## config.mk

```make
export PLATFORM = sky130hd
export DESIGN_NAME = aib_link_ctrl
export DESIGN_NICKNAME = d
export VERILOG_FILES = /design/src/rtl/aib_link_ctrl_pkg.sv /design/src/rtl/aib_train_checker.sv /design/src/rtl/aib_link_ctrl.sv
export SDC_FILE = /design/constraint.sdc
export NUM_CORES = 1
export LEC_CHECK = 0
export BUFFER_PORTS_ARGS = -buffer_cell sky130_fd_sc_hd__buf_2
export CORE_AREA = 2 2 130 132
export DETAILED_ROUTE_END_ITERATION = 10
export DIE_AREA = 0 0 132 134
export PLACE_DENSITY = 0.72
export SYNTH_ARGS = -nofsm -noshare
export SYNTH_HDL_FRONTEND = slang
export SYNTH_SLANG_ARGS = --single-unit
```

## constraint.sdc

```tcl
create_clock -name clk -period 2.35 [get_ports clk]
set_clock_uncertainty 0.15 [all_clocks]
set_input_delay 0.47 -clock clk [delete_from_list [all_inputs] [get_ports clk]]
set_output_delay 0.47 -clock clk [all_outputs]
set_load 0.1 [all_outputs]
```

## src/rtl/aib_link_ctrl_pkg.sv

```systemverilog
// Shared definitions for the AIB link controller: state encodings,
// default training/idle words and a width helper for the counters.
package aib_link_ctrl_pkg;

    localparam int          DEF_DATA_WIDTH    = 80;
    localparam logic [79:0] DEF_TRAIN_PATTERN = {10{8'hA5}};
    localparam logic [79:0] DEF_IDLE_WORD     = 80'h0;
    localparam int          DEF_TRAIN_COUNT   = 16;
    localparam int          DEF_CAL_TIMEOUT   = 1023;

    // Encoding is visible on state_o, so the values are fixed.
    typedef enum logic [2:0] {
        ST_IDLE   = 3'd0,
        ST_CAL    = 3'd1,
        ST_TRAIN  = 3'd2,
        ST_ACTIVE = 3'd3,
        ST_FAIL   = 3'd4
    } link_state_t;

    // Bits needed to hold values 0..value-1; never returns zero so a
    // degenerate parameter still yields a legal vector width.
    function automatic int clog2(input int value);
        int bits;
        int rem;
        bits = 0;
        rem  = value - 1;
        while (rem > 0) begin
            bits = bits + 1;
            rem  = rem >> 1;
        end
        return (bits == 0) ? 1 : bits;
    endfunction

endpackage

```

## src/rtl/aib_train_checker.sv

```systemverilog
// Training-pattern detector: counts consecutive cycles on which the
// received word equals the training pattern and flags alignment.
module aib_train_checker
    import aib_link_ctrl_pkg::*;
#(
    parameter int                    DATA_WIDTH    = DEF_DATA_WIDTH,
    parameter logic [DATA_WIDTH-1:0] TRAIN_PATTERN = DEF_TRAIN_PATTERN,
    parameter int                    TRAIN_COUNT   = DEF_TRAIN_COUNT
) (
    input  logic                  clk,
    input  logic                  rst,
    input  logic                  clear,
    input  logic [DATA_WIDTH-1:0] rx_word,
    output logic                  aligned
);

    localparam int               CNT_W    = clog2(TRAIN_COUNT + 1);
    localparam logic [CNT_W-1:0] CNT_MAX  = CNT_W'(TRAIN_COUNT);
    localparam logic [CNT_W-1:0] CNT_LAST = CNT_W'(TRAIN_COUNT - 1);

    logic [CNT_W-1:0] match_cnt;
    logic             match;

    assign match = (rx_word == TRAIN_PATTERN);

    // Aligned means the count reaches TRAIN_COUNT at the coming edge, so the
    // FSM can leave TRAIN right after the last required matching word.
    assign aligned = (match_cnt == CNT_MAX) || (match && (match_cnt == CNT_LAST));

    // Consecutive-match counter: any mismatch restarts it, and it sticks at TRAIN_COUNT.
    always_ff @(posedge clk) begin
        if (rst || clear) begin
            match_cnt <= '0;
        end else if (!match) begin
            match_cnt <= '0;
        end else if (match_cnt != CNT_MAX) begin
            match_cnt <= match_cnt + 1'b1;
        end
    end

endmodule

```

## src/rtl/aib_link_ctrl.sv

```systemverilog
// Link bring-up sequencer and data gate for one AIB channel:
// IDLE -> CAL (PHY calibration) -> TRAIN (pattern alignment) -> ACTIVE,
// with a sticky FAIL on calibration or training timeout.
module aib_link_ctrl
    import aib_link_ctrl_pkg::*;
#(
    parameter int                    DATA_WIDTH    = DEF_DATA_WIDTH,
    parameter logic [DATA_WIDTH-1:0] TRAIN_PATTERN = DEF_TRAIN_PATTERN,
    parameter int                    TRAIN_COUNT   = DEF_TRAIN_COUNT,
    parameter int                    CAL_TIMEOUT   = DEF_CAL_TIMEOUT,
    parameter logic [DATA_WIDTH-1:0] IDLE_WORD     = DEF_IDLE_WORD
) (
    input  logic                  clk,
    input  logic                  rst,
    input  logic                  link_en,
    output logic                  cal_req,
    input  logic                  cal_done,
    output logic [DATA_WIDTH-1:0] aib_tx_data,
    input  logic [DATA_WIDTH-1:0] aib_rx_data,
    input  logic [DATA_WIDTH-1:0] usr_tx_data,
    input  logic                  usr_tx_valid,
    output logic                  usr_tx_ready,
    output logic [DATA_WIDTH-1:0] usr_rx_data,
    output logic                  usr_rx_valid,
    output logic                  link_up,
    output logic                  link_err,
    output logic [2:0]            state_o
);

    localparam int                 TIMER_W   = clog2(CAL_TIMEOUT + 1);
    localparam logic [TIMER_W-1:0] TIMER_MAX = TIMER_W'(CAL_TIMEOUT);

    link_state_t           state_q;
    link_state_t           next_state;
    logic [TIMER_W-1:0]    timer_q;
    logic                  aligned;
    logic                  checker_clear;
    logic                  stay_active;
    logic                  cal_req_d;
    logic                  link_up_d;
    logic                  link_err_d;
    logic                  tx_ready_d;
    logic                  rx_valid_d;
    logic [DATA_WIDTH-1:0] tx_data_d;
    logic [DATA_WIDTH-1:0] rx_data_d;

    // The match counter only runs while training; outside TRAIN it is held at zero.
    assign checker_clear = (state_q != ST_TRAIN);
    assign state_o       = state_q;

    aib_train_checker #(
        .DATA_WIDTH    (DATA_WIDTH),
        .TRAIN_PATTERN (TRAIN_PATTERN),
        .TRAIN_COUNT   (TRAIN_COUNT)
    ) u_train_checker (
        .clk     (clk),
        .rst     (rst),
        .clear   (checker_clear),
        .rx_word (aib_rx_data),
        .aligned (aligned)
    );

    // State register.
    always_ff @(posedge clk) begin
        if (rst) begin
            state_q <= ST_IDLE;
        end else begin
            state_q <= next_state;
        end
    end

    // Next-state rules; dropping link_en overrides everything, and progress beats timeout on a tie.
    always_comb begin
        next_state = state_q;
        if (!link_en) begin
            next_state = ST_IDLE;
        end else begin
            case (state_q)
                ST_IDLE:   next_state = ST_CAL;
                ST_CAL: begin
                    if (cal_done) begin
                        next_state = ST_TRAIN;
                    end else if (timer_q == TIMER_MAX) begin
                        next_state = ST_FAIL;
                    end
                end
                ST_TRAIN: begin
                    if (aligned) begin
                        next_state = ST_ACTIVE;
                    end else if (timer_q == TIMER_MAX) begin
                        next_state = ST_FAIL;
                    end
                end
                ST_ACTIVE: next_state = ST_ACTIVE;
                ST_FAIL:   next_state = ST_FAIL;
                default:   next_state = ST_IDLE;
            endcase
        end
    end

    // Per-state cycle timer: restarts from zero on every state change and never wraps.
    always_ff @(posedge clk) begin
        if (rst) begin
            timer_q <= '0;
        end else if (next_state != state_q) begin
            timer_q <= '0;
        end else if (((state_q == ST_CAL) || (state_q == ST_TRAIN)) && (timer_q != TIMER_MAX)) begin
            timer_q <= timer_q + 1'b1;
        end
    end

    // Output values for the next cycle, decoded from the state being entered.
    always_comb begin
        cal_req_d   = (next_state == ST_CAL);
        link_up_d   = (next_state == ST_ACTIVE);
        link_err_d  = (next_state == ST_FAIL);
        tx_ready_d  = (next_state == ST_ACTIVE);
        stay_active = (state_q == ST_ACTIVE) && (next_state == ST_ACTIVE);
        tx_data_d   = IDLE_WORD;
        if (next_state == ST_TRAIN) begin
            tx_data_d = TRAIN_PATTERN;
        end else if (stay_active && usr_tx_valid) begin
            tx_data_d = usr_tx_data;
        end
        rx_data_d  = stay_active ? aib_rx_data : usr_rx_data;
        rx_valid_d = stay_active && (aib_rx_data != IDLE_WORD) && (aib_rx_data != TRAIN_PATTERN);
    end

    // Output registers; usr_rx_data keeps its last payload except on reset.
    always_ff @(posedge clk) begin
        if (rst) begin
            cal_req      <= 1'b0;
            link_up      <= 1'b0;
            link_err     <= 1'b0;
            usr_tx_ready <= 1'b0;
            usr_rx_valid <= 1'b0;
            aib_tx_data  <= IDLE_WORD;
            usr_rx_data  <= '0;
        end else begin
            cal_req      <= cal_req_d;
            link_up      <= link_up_d;
            link_err     <= link_err_d;
            usr_tx_ready <= tx_ready_d;
            usr_rx_valid <= rx_valid_d;
            aib_tx_data  <= tx_data_d;
            usr_rx_data  <= rx_data_d;
        end
    end

endmodule

```

==> flow_summary_export.csv, run 1 <==
group,metric,value,unit
status,outcome,"completed",
routing,postRouteAntennaNets,0,
setup_path,critPathLaunchType,"register",
layout,diodes,0,
synth,share_of_the_synthesized_area_in_compound_gates_ao_oa_aoi_oai,14.1,%
sta,max-slew-margin-rel,51.1,%
routing,detail_route.wirelength,21300,µm
synth,syn-cell-area,6760,µm²
setup_path,setup.worst_path.end_class,"output pin",
layout,num-nets-final,1294,
layout,stdcell_area,9550,µm²
layout,layout-drive-gt1-share,37.3,%
power,power-per-cell-area,685,nW/µm²
setup_path,worst-path-max-fanout,13,
routing,drcViolationCount,0,
placed_design,placement.io_buffers,332,
routing,drt-pass1-iter-count,5,
sta,worst_slew_pin_slew,0.729,ns
clock_tree,clkSlewWorstSetupHoldPaths,0.08,ns
routing,num_vias,6779,
die,start_util,41.5,%
setup_path,critical_path_class,"reg2out",
clock_tree,h-tree-depth,4,
synth,synthCells,787,
synth,syn_avg_cell_area,8.59,µm²
layout,stdcell_count,1358,
synth,synth-seq-area-share,53.9,%
routing,post_drt_wl_per_cell,15.7,µm
sta,maxSlewViolCount,0,
layout,area_growth,41.3,%
setup_path,arrival,1.58,ns
die,area_of_the_die,17700,µm²
synth,synth_commonest_cells,"sky130_fd_sc_hd__nand2_1, sky130_fd_sc_hd__dfxtp_1, sky130_fd_sc_hd__a21oi_1",
layout,post-route-util,58.6,%
synth,yosys.cell_count.top_type,"sky130_fd_sc_hd__nand2_1",
synth,ys_async_rst_share,0,%
sta,hold_ws,0.0871,ns
die,dieHeight,134,µm
sta,finalCritPeriodShare,93.6,%
layout,fillerInstances,1515,
clock_tree,clk_path_buf_depth,2,
placed_design,gp_routability_congestion,0.879,
die,placeableCoreArea,16300,µm²
clock_tree,worst_skew_pair.late_latency,0.42,ns
synth,post_synth_fa_ha_maj_area_fraction,0.741,%
routing,routed_via_density,4.99,
die,pin_count,333,
sta,fin_crit,2.20,ns
power,leakage_power_figure,4.54,nW
synth,number_of_register_bits_inferred_by_synthesis,182,
synth,post-synth-top-area-fraction,53.9,%
synth,count_of_flip_flops_with_a_built_in_enable_after_synthesis,0,
placed_design,numPlacedInstances,1326,
sta,finalSetupViolations,0,
power,peakVddDrop,0.462,mV
clock_tree,tritoncts_clock_tree,"built",
sta,final_hold_viol_count,0,
global_route,grt-ovfl-total,0,
synth,dominant_combinational_cell_family_by_area_after_synthesis,"simple AND/OR/NAND/NOR gates",
setup_path,cp_slowest_stage_delay,0.49,ns
layout,area_occupied_by_multi_input_gates,2930,µm²
routing,detailedRoute.firstIterationViolations,429,
synth,synth.area.top_cells,"sky130_fd_sc_hd__dfxtp_1, sky130_fd_sc_hd__nand2_1, sky130_fd_sc_hd__a21oi_1",
clock_tree,clock-sinks,182,
die,site_row_count,47,
placed_design,postPlaceCellArea,8910,µm²
global_route,grt_max_degree,82,
clock_tree,cts.root.buffer_cell,"sky130_fd_sc_hd__clkbuf_16",
setup_path,worst_ep_required_time,1.73,ns
clock_tree,cts_hold_buffers,0,
synth,syn-num-nets,956,
synth,ys.warnings.count,0,
setup_path,cp_cell_sequence,"buf_4, buf_2",
synth,yosysUniqueCellTypes,55,
global_route,groute.usage.overall,23.1,%
die,x_dimension_of_the_die,132,µm
global_route,grt_antenna_before_repair,0,
sta,max_freq,455,MHz
setup_path,cpMaxStageDelayCell,"sky130_fd_sc_hd__dfxtp_2",
run,maxCapViolations,0,
layout,seqCellArea,3650,µm²
synth,netlist.top_cell.by_area,"sky130_fd_sc_hd__dfxtp_1",
min_path,hold_class,"in2reg",
global_route,wire_length_of_the_first_global_routing_pass,32700,µm
global_route,via_count_of_the_first_global_routing_pass,6110,
setup_path,critical_path_buf_inv_count,2,
clock_tree,tritoncts.num_buffers,17,
synth,yosys.area_share.xor_xnor,0.518,%
synth,yosys-mux-area-fraction,1.94,%
setup_path,timing.critical_path.max_delay_family,"buffers and inverters",
placed_design,hpwl,16000,µm
synth,post_synth_and_or_nand_nor_area_fraction,25.1,%
synth,ys.flop_type,"sky130_fd_sc_hd__dfxtp_1",
repair_timing:
| item | in CTS | in global routing |
|---|---|---|
| resized for setup | 0 | 2 |
| buffers inserted | 0 | 0 |
| endpoints found under the setup margin | 0 | 6 |
state kept, by name, indices dropped and copies added (netlist names):
name	count
state_o	3
link_err	1
usr_rx_data	80
link_up	1
cal_req	1
u_train_checker.match_cnt	5
aib_tx_data	80
usr_rx_valid	1
timer_q	10
path summary, 6_finish.rpt:
| check | from | to | slack (ns) | cells after the start |
|---|---|---|---|---|
| worst max register to register | timer_q[1]$_SDFFE_PP0P_ | timer_q[8]$_SDFFE_PP0P_ | 0.21 | 9 |
| worst min-delay path | usr_tx_data[54] | aib_tx_data[54]$_SDFF_PP0_ | 0.09 | 2 |
| worst max-delay path | state_o[2]$_SDFF_PP0_ | state_o[2] | 0.15 | 2 |
| worst min register to register | usr_rx_data[72]$_SDFFE_PP0P_ | usr_rx_data[72]$_SDFFE_PP0P_ | 0.30 | 2 |
cell type report:
| class | count | area share (%) |
|---|---|---|
| clock buffers | 17 | 4.45 |
| well taps | 220 | 2.88 |
| multi-input cells | 544 | 30.7 |
| clock inverters | 15 | 2.08 |
| flip-flops and latches | 182 | 38.2 |
| inverters | 11 | 0.432 |
| repair buffers | 369 | 21.2 |
cells in the final DEF (no fill, tap or decap), drive strengths merged, types with 3 or more instances in the layout:
cell and n:
nor4 29, nand4 17, and3 4, mux2i 12
a211oi 6, or4 3, dfxtp 182, ha 4
buf 369, and2 41, a21boi 3, clkinv 8
o211ai 6, a21oi 123, clkbuf 17, and4 3
nor3 8, nand3 13, nor2 15, inv 18
nand2 212, nand2b 3, o21ai 9
where the power goes:
part | total (mW) | switching [mW] | internal, mW
clock | 2.88 | 1.42 | 1.46
combinational | 0.548 | 0.382 | 0.166
sequential | 3.12 | 0.00952 | 3.11
metrics by stage:
| stage | total power, mW | worst slack [ns] | TNS (ns) |
|---|---|---|---|
| after detailed placement | 3.73 | -0.168 | -5.56 |
| final | 6.54 | 0.150 | 0 |
| after CTS | 6.61 | 0.0951 | 0 |
| after global placement | 3.73 | -0.141 | -5.89 |
| after global routing | 6.78 | -0.0103 | -0.0103 |
| after floorplan | 3.48 | 0.0664 | 0 |
worst reg2reg max path, cell delays in order (launching register included):
cell,delay (ns)
sky130_fd_sc_hd__dfxtp_1,0.37
sky130_fd_sc_hd__ha_1,0.22
sky130_fd_sc_hd__nand3_2,0.16
sky130_fd_sc_hd__buf_4,0.19
sky130_fd_sc_hd__a2111oi_0,0.38
sky130_fd_sc_hd__buf_4,0.19
sky130_fd_sc_hd__a2111oi_4,0.04
sky130_fd_sc_hd__buf_4,0.18
sky130_fd_sc_hd__o21ai_1,0.08
sky130_fd_sc_hd__mux2i_1,0.07
metal layers:
layer,wire length [µm],share of wire [%],vias to the layer above,global-route usage [%]
met4,476,2.2,0,7.43
met5,0,0,-,0
met2,10200,48,263,37.3
met3,1360,6.4,33,5.44
met1,9260,43,3106,30.6
li1,-,-,3377,-
kinds of logic after synthesis:
family                     count (synthesis)
AOI/OAI and AO/OA                        166
xor gates and xnor gates                   4
DFF                                      182
and+or+nand+nor                          357
muxes                                     13
adders and majority gates                  4
buffers and inverters                     61
No activity file was read; power rests on OpenSTA's default activity.
==> run 2, diff against run 1 <==
Settings changed: GPL_TIMING_DRIVEN set to 0.
==> run 2 against run 1 <==
Final cell count rose by 1.3%; sequential cell count unchanged; first-iteration DRC count grew 1.9%; clock-buffer cell count did not move; worst hold slack got worse by 0.013 ns; worst setup slack worse by 0.13 ns; register-to-register slack got worse by 0.19 ns; maximum frequency shrank 5.7%.
==> flow_summary_export.csv, run 2 (synthesis results as in run 1) <==
group,metric,value,unit
routing,drcViolationCount,0,
placed_design,gp_routability_congestion,0.927,
sta,final_hold_viol_count,0,
global_route,wire_length_of_the_first_global_routing_pass,34200,µm
placed_design,numPlacedInstances,1338,
layout,final_cell_mix,"sky130_fd_sc_hd__buf_2, sky130_fd_sc_hd__nand2_1, sky130_fd_sc_hd__dfxtp_1",
layout,stdcell_count,1375,
power,power-per-cell-area,704,nW/µm²
die,placeableCoreArea,16300,µm²
global_route,via_count_of_the_first_global_routing_pass,6398,
sta,fin_crit,2.33,ns
setup_path,arrival,2.50,ns
routing,num_vias,6946,
die,pin_count,333,
global_route,grt_antenna_before_repair,2,
routing,detailedRoute.firstIterationViolations,437,
clock_tree,tritoncts.num_buffers,17,
power,total_power,6.66,mW
clock_tree,worst_skew_pair.late_latency,0.43,ns
sta,finalSetupViolations,0,
power,leakage_power_figure,4.47,nW
routing,post_drt_wl_per_cell,16.6,µm
layout,seqCellArea,3650,µm²
layout,post-route-util,58.0,%
clock_tree,cts.root.buffer_cell,"sky130_fd_sc_hd__clkbuf_16",
min_path,hold_class,"in2reg",
setup_path,critical_path_class,"reg2reg",
placed_design,hpwl,17500,µm
die,x_dimension_of_the_die,132,µm
sta,max-slew-margin-rel,53.4,%
layout,layout-drive-gt1-share,35.8,%
die,start_util,41.5,%
global_route,grt-ovfl-total,0,
sta,max_freq,429,MHz
routing,postRouteAntennaNets,0,
sta,unrepaired_setup_endpoints_after_global_routing,"yes",
routing,drt-pass1-iter-count,5,
layout,stdcell_area,9450,µm²
global_route,groute.usage.overall,24.6,%
routing,detail_route.wirelength,22800,µm
setup_path,critPathLaunchType,"register",
sta,maxSlewViolCount,0,
clock_tree,h-tree-depth,4,
layout,mostFrequentLayoutCell,"sky130_fd_sc_hd__buf_2",
setup_path,setup.worst_path.end_class,"register",
layout,num-nets-final,1310,
routing,routed_via_density,5.05,
die,area_of_the_die,17700,µm²
placed_design,postPlaceCellArea,8710,µm²
clock_tree,clk_path_buf_depth,2,
global_route,grt_max_degree,21,
layout,area_growth,39.9,%
sta,worst_slew_pin_slew,0.694,ns
clock_tree,clkSlewWorstSetupHoldPaths,0.08,ns
layout,reg_top3,"aib_tx_data (80), usr_rx_data (80), timer_q (10)",
run,maxCapViolations,0,
layout,fillerInstances,1511,
die,dieHeight,134,µm
sta,finalCritPeriodShare,99.3,%
placed_design,placement.io_buffers,331,
status,outcome,"completed",
die,site_row_count,47,
layout,area_occupied_by_multi_input_gates,2960,µm²
clock_tree,cts_hold_buffers,0,
setup_path,worst-path-max-fanout,10,
clock_tree,clock-sinks,182,
clock_tree,tritoncts_clock_tree,"built",
setup_path,worst_ep_required_time,2.51,ns
power,peakVddDrop,0.485,mV
## run 2: cell types whose count changed in the layout (fill, tap and decap cells not counted), sizes merged
cell    delta
buf       -24
bufinv     +1
clkbuf    +40
clkinv     -4
diode      +1
inv        +3
## run 2: power breakdown
| part | switching (mW) | internal (mW) | total (mW) |
|---|---|---|---|
| logic | 0.396 | 0.162 | 0.559 |
| clock network | 1.43 | 1.55 | 2.98 |
| registers | 0.00780 | 3.11 | 3.11 |
| total | 1.83 | 4.82 | 6.66 |
## run 2: cell type report
type | instances | share of cell area [%]
flip-flops and latches | 182 | 38.6
repair buffers | 335 | 17.8
clock inverters | 15 | 2.06
inverters | 11 | 0.437
diodes | 1 | 0.0265
plain buffers | 50 | 2.29
well taps | 220 | 2.91
clock buffers | 17 | 4.50
multi-input cells | 544 | 31.3
## run 2: worst max-delay path, stage by stage (launching register included)
cell,delay [ns]
sky130_fd_sc_hd__dfxtp_1,0.43
sky130_fd_sc_hd__ha_1,0.22
sky130_fd_sc_hd__nand3_1,0.12
sky130_fd_sc_hd__buf_2,0.22
sky130_fd_sc_hd__nor3_1,0.60
sky130_fd_sc_hd__nor3b_1,0.15
sky130_fd_sc_hd__o211ai_1,0.21
sky130_fd_sc_hd__mux2i_1,0.11
## run 2: layer usage
layer | share of wire, % | up-vias | track usage [%] | wire length, µm
met2 | 48 | 291 | 41.1 | 10900
met5 | 0.057 | - | 0 | 13
met1 | 43 | 3186 | 31.3 | 9780
met4 | 2.8 | 2 | 9.84 | 642
li1 | - | 3419 | - | -
met3 | 6.2 | 48 | 5.03 | 1400
## run 2: repair_timing
action | 4_1_cts | 5_1_grt
cloned | 0 | 0
gates resized for setup | 7 | 28
buffers inserted | 0 | 4
endpoints found under the hold margin | 0 | 0
pin swaps | 0 | 2
endpoints found under the setup margin | 159 | 145
## run 2: worst paths after layout
check,from,endpoint,slack [ns],cells past startpoint
max,timer_q[0]$_SDFFE_PP0P_,timer_q[7]$_SDFFE_PP0P_,0.02,7
min,usr_tx_data[12],aib_tx_data[12]$_SDFF_PP0_,0.07,2
max reg2reg,timer_q[0]$_SDFFE_PP0P_,timer_q[7]$_SDFFE_PP0P_,0.02,7
min reg2reg,usr_rx_data[4]$_SDFFE_PP0P_,usr_rx_data[4]$_SDFFE_PP0P_,0.30,2
## run 2: per-stage QoR
stage / hold WS (ns) / setup slack [ns] / TNS, ns
finish: 0.0742 / 0.0165 / 0
global route: 0.0643 / -0.0808 / -0.331
CTS: 0.0662 / 0.0119 / 0
detailed placement: 0.294 / -0.514 / -38.47
global placement: 0.290 / -0.462 / -38.34
floorplan: 0.385 / 0.0664 / 0
==> run 3, diff against run 2 <==
Clock period 2.35 ns to 2.6 ns, I/O delays scaled along.
==> run 3 against run 2 <==
Critical path depth is the same; non-clock buffer count is 4 lower; largest cell class unchanged; register-to-register slack gained 0.18 ns; sequential cell count unchanged; critical endpoint is now timer_q[4]$_SDFFE_PP0P_.
==> flow_summary_export.csv, run 3 (synthesis results as in run 1) <==
group,metric,value,unit
status,outcome,"completed",
routing,postRouteAntennaNets,0,
routing,num_vias,6971,
routing,routed_via_density,5.09,
global_route,grt-ovfl-total,0,
routing,drt-pass1-iter-count,5,
placed_design,postPlaceCellArea,8690,µm²
global_route,wire_length_of_the_first_global_routing_pass,34200,µm
layout,stdcell_area,9320,µm²
power,power-per-cell-area,629,nW/µm²
layout,area_growth,38.0,%
layout,num-nets-final,1306,
power,peakVddDrop,0.418,mV
setup_path,cp_slowest_stage_delay,0.59,ns
global_route,via_count_of_the_first_global_routing_pass,6313,
clock_tree,tritoncts.num_buffers,17,
power,p_sw_share,27.2,%
clock_tree,clkSlewWorstSetupHoldPaths,0.08,ns
run,maxCapViolations,0,
placed_design,hpwl,17500,µm
power,clock_power_share,43.5,%
layout,reg_top3,"aib_tx_data (80), usr_rx_data (80), timer_q (10)",
routing,post_drt_wl_per_cell,16.3,µm
die,dieHeight,134,µm
power,leakage_power_figure,4.38,nW
setup_path,critPathLaunchType,"input pin",
die,x_dimension_of_the_die,132,µm
sta,fin_crit,2.41,ns
clock_tree,postCtsSetupRepairBufs,0,
placed_design,placement.io_buffers,331,
placed_design,gp_routability_congestion,0.945,
clock_tree,worst_skew_pair.late_latency,0.43,ns
sta,finalSetupViolations,0,
routing,drcViolationCount,0,
global_route,grt_max_degree,20,
layout,fillerInstances,1504,
sta,max-slew-margin-rel,46.5,%
routing,detail_route.wirelength,22400,µm
global_route,groute.usage.overall,24.6,%
layout,final_cell_mix,"sky130_fd_sc_hd__buf_2, sky130_fd_sc_hd__nand2_1, sky130_fd_sc_hd__dfxtp_1",
global_route,grt_antenna_before_repair,0,
clock_tree,tritoncts_clock_tree,"built",
setup_path,timing.critical_path.max_delay_family,"simple AND/OR/NAND/NOR gates",
setup_path,critical_path_buf_inv_count,2,
die,start_util,41.5,%
clock_tree,clk_path_buf_depth,2,
sta,max_freq,414,MHz
clock_tree,h-tree-depth,4,
die,area_of_the_die,17700,µm²
setup_path,cp_cell_sequence,"buf_2, nand4_1, nor4_1, nand3_1, o21ai_1, buf_4, mux2i_1",
sta,maxSlewViolCount,0,
clock_tree,clock-sinks,182,
power,total_power,5.86,mW
power,net-switching-power,1.59,mW
setup_path,critical_path_class,"in2reg",
die,pin_count,333,
power,power_report.internal_total,4.27,mW
die,site_row_count,47,
sta,finalCritPeriodShare,92.8,%
min_path,hold_class,"in2reg",
power,sequential_group_share_of_total_power,48.0,%
sta,final.setup.tns,0,ns
setup_path,arrival,2.62,ns
layout,mostFrequentLayoutCell,"sky130_fd_sc_hd__buf_2",
routing,detailedRoute.firstIterationViolations,345,
sta,worst_slew_pin_slew,0.799,ns
clock_tree,cts.root.buffer_cell,"sky130_fd_sc_hd__clkbuf_16",
min_path,min-delay-start,"usr_tx_data[30]",
setup_path,crit-reg2reg-launch,"timer_q[0]$_SDFFE_PP0P_",
sta,unrepaired_setup_endpoints_after_global_routing,"no",
setup_path,crit_start,"aib_rx_data[26]",
power,p_comb_share,8.4,%
layout,layout-drive-gt1-share,33.9,%
setup_path,setup.worst_path.end_class,"register",
setup_path,worst-path-max-fanout,10,
setup_path,cpMaxStageDelayCell,"sky130_fd_sc_hd__nor4_1",
sta,final_hold_viol_count,0,
setup_path,worst_ep_required_time,2.81,ns
die,placeableCoreArea,16300,µm²
layout,diodes,0,
## run 3: what timing repair did
action,4_1_cts,5_1_grt
gates resized for setup,2,4
hold buffers,0,0
endpoints found under the setup margin,90,53
## run 3: power by group through the flow
stage	clock (mW)	combinational [mW]	sequential (mW)
2_1_floorplan	0	0.0949	3.05
3_3_place_gp	0	0.481	2.88
3_5_place_dp	0	0.483	2.88
4_1_cts	2.59	0.487	2.82
5_1_grt	2.72	0.522	2.82
6_report	2.55	0.493	2.82
## run 3: per-stage QoR
step	hold slack (ns)	instances	worst slack [ns]	utilization, %
after global routing	0.112	1370	0.0273	57.2
after floorplan	0.385	787	0.0391	-
after detailed placement	0.293	1338	-0.227	53.4
after global placement	0.290	1338	-0.245	53.4
final	0.128	1370	0.186	57.2
after CTS	0.114	1370	0.0527	57.1
## run 3: path summary, 6_finish.rpt
| check | cells after the start | endpoint | slack [ns] |
|---|---|---|---|
| max | 7 | timer_q[4]$_SDFFE_PP0P_ | 0.19 |
| min | 2 | aib_tx_data[30]$_SDFF_PP0_ | 0.13 |
| max reg2reg | 7 | timer_q[5]$_SDFFE_PP0P_ | 0.20 |
| min reg2reg | 2 | usr_rx_data[39]$_SDFFE_PP0P_ | 0.30 |
## run 3: routing by layer
layer	vias to the layer above	part of all wire [%]	global-route usage [%]
met5	-	0	0
met4	0	2.9	9.66
met3	50	6.1	5.22
met2	287	48	40.4
met1	3229	43	31.7
li1	3405	-	-
## run 3: area by class of cell
type | count | area, µm² | share of cell area, %
Clock buffer | 18 | 439 | 4.71
Multi-Input combinational cell | 544 | 2900 | 31.2
Inverter | 11 | 41.3 | 0.443
Tap cell | 220 | 275 | 2.95
Buffer | 50 | 204 | 2.19
Sequential cell | 182 | 3640 | 39.1
Clock inverter | 14 | 158 | 1.69
Timing Repair Buffer | 331 | 1660 | 17.8
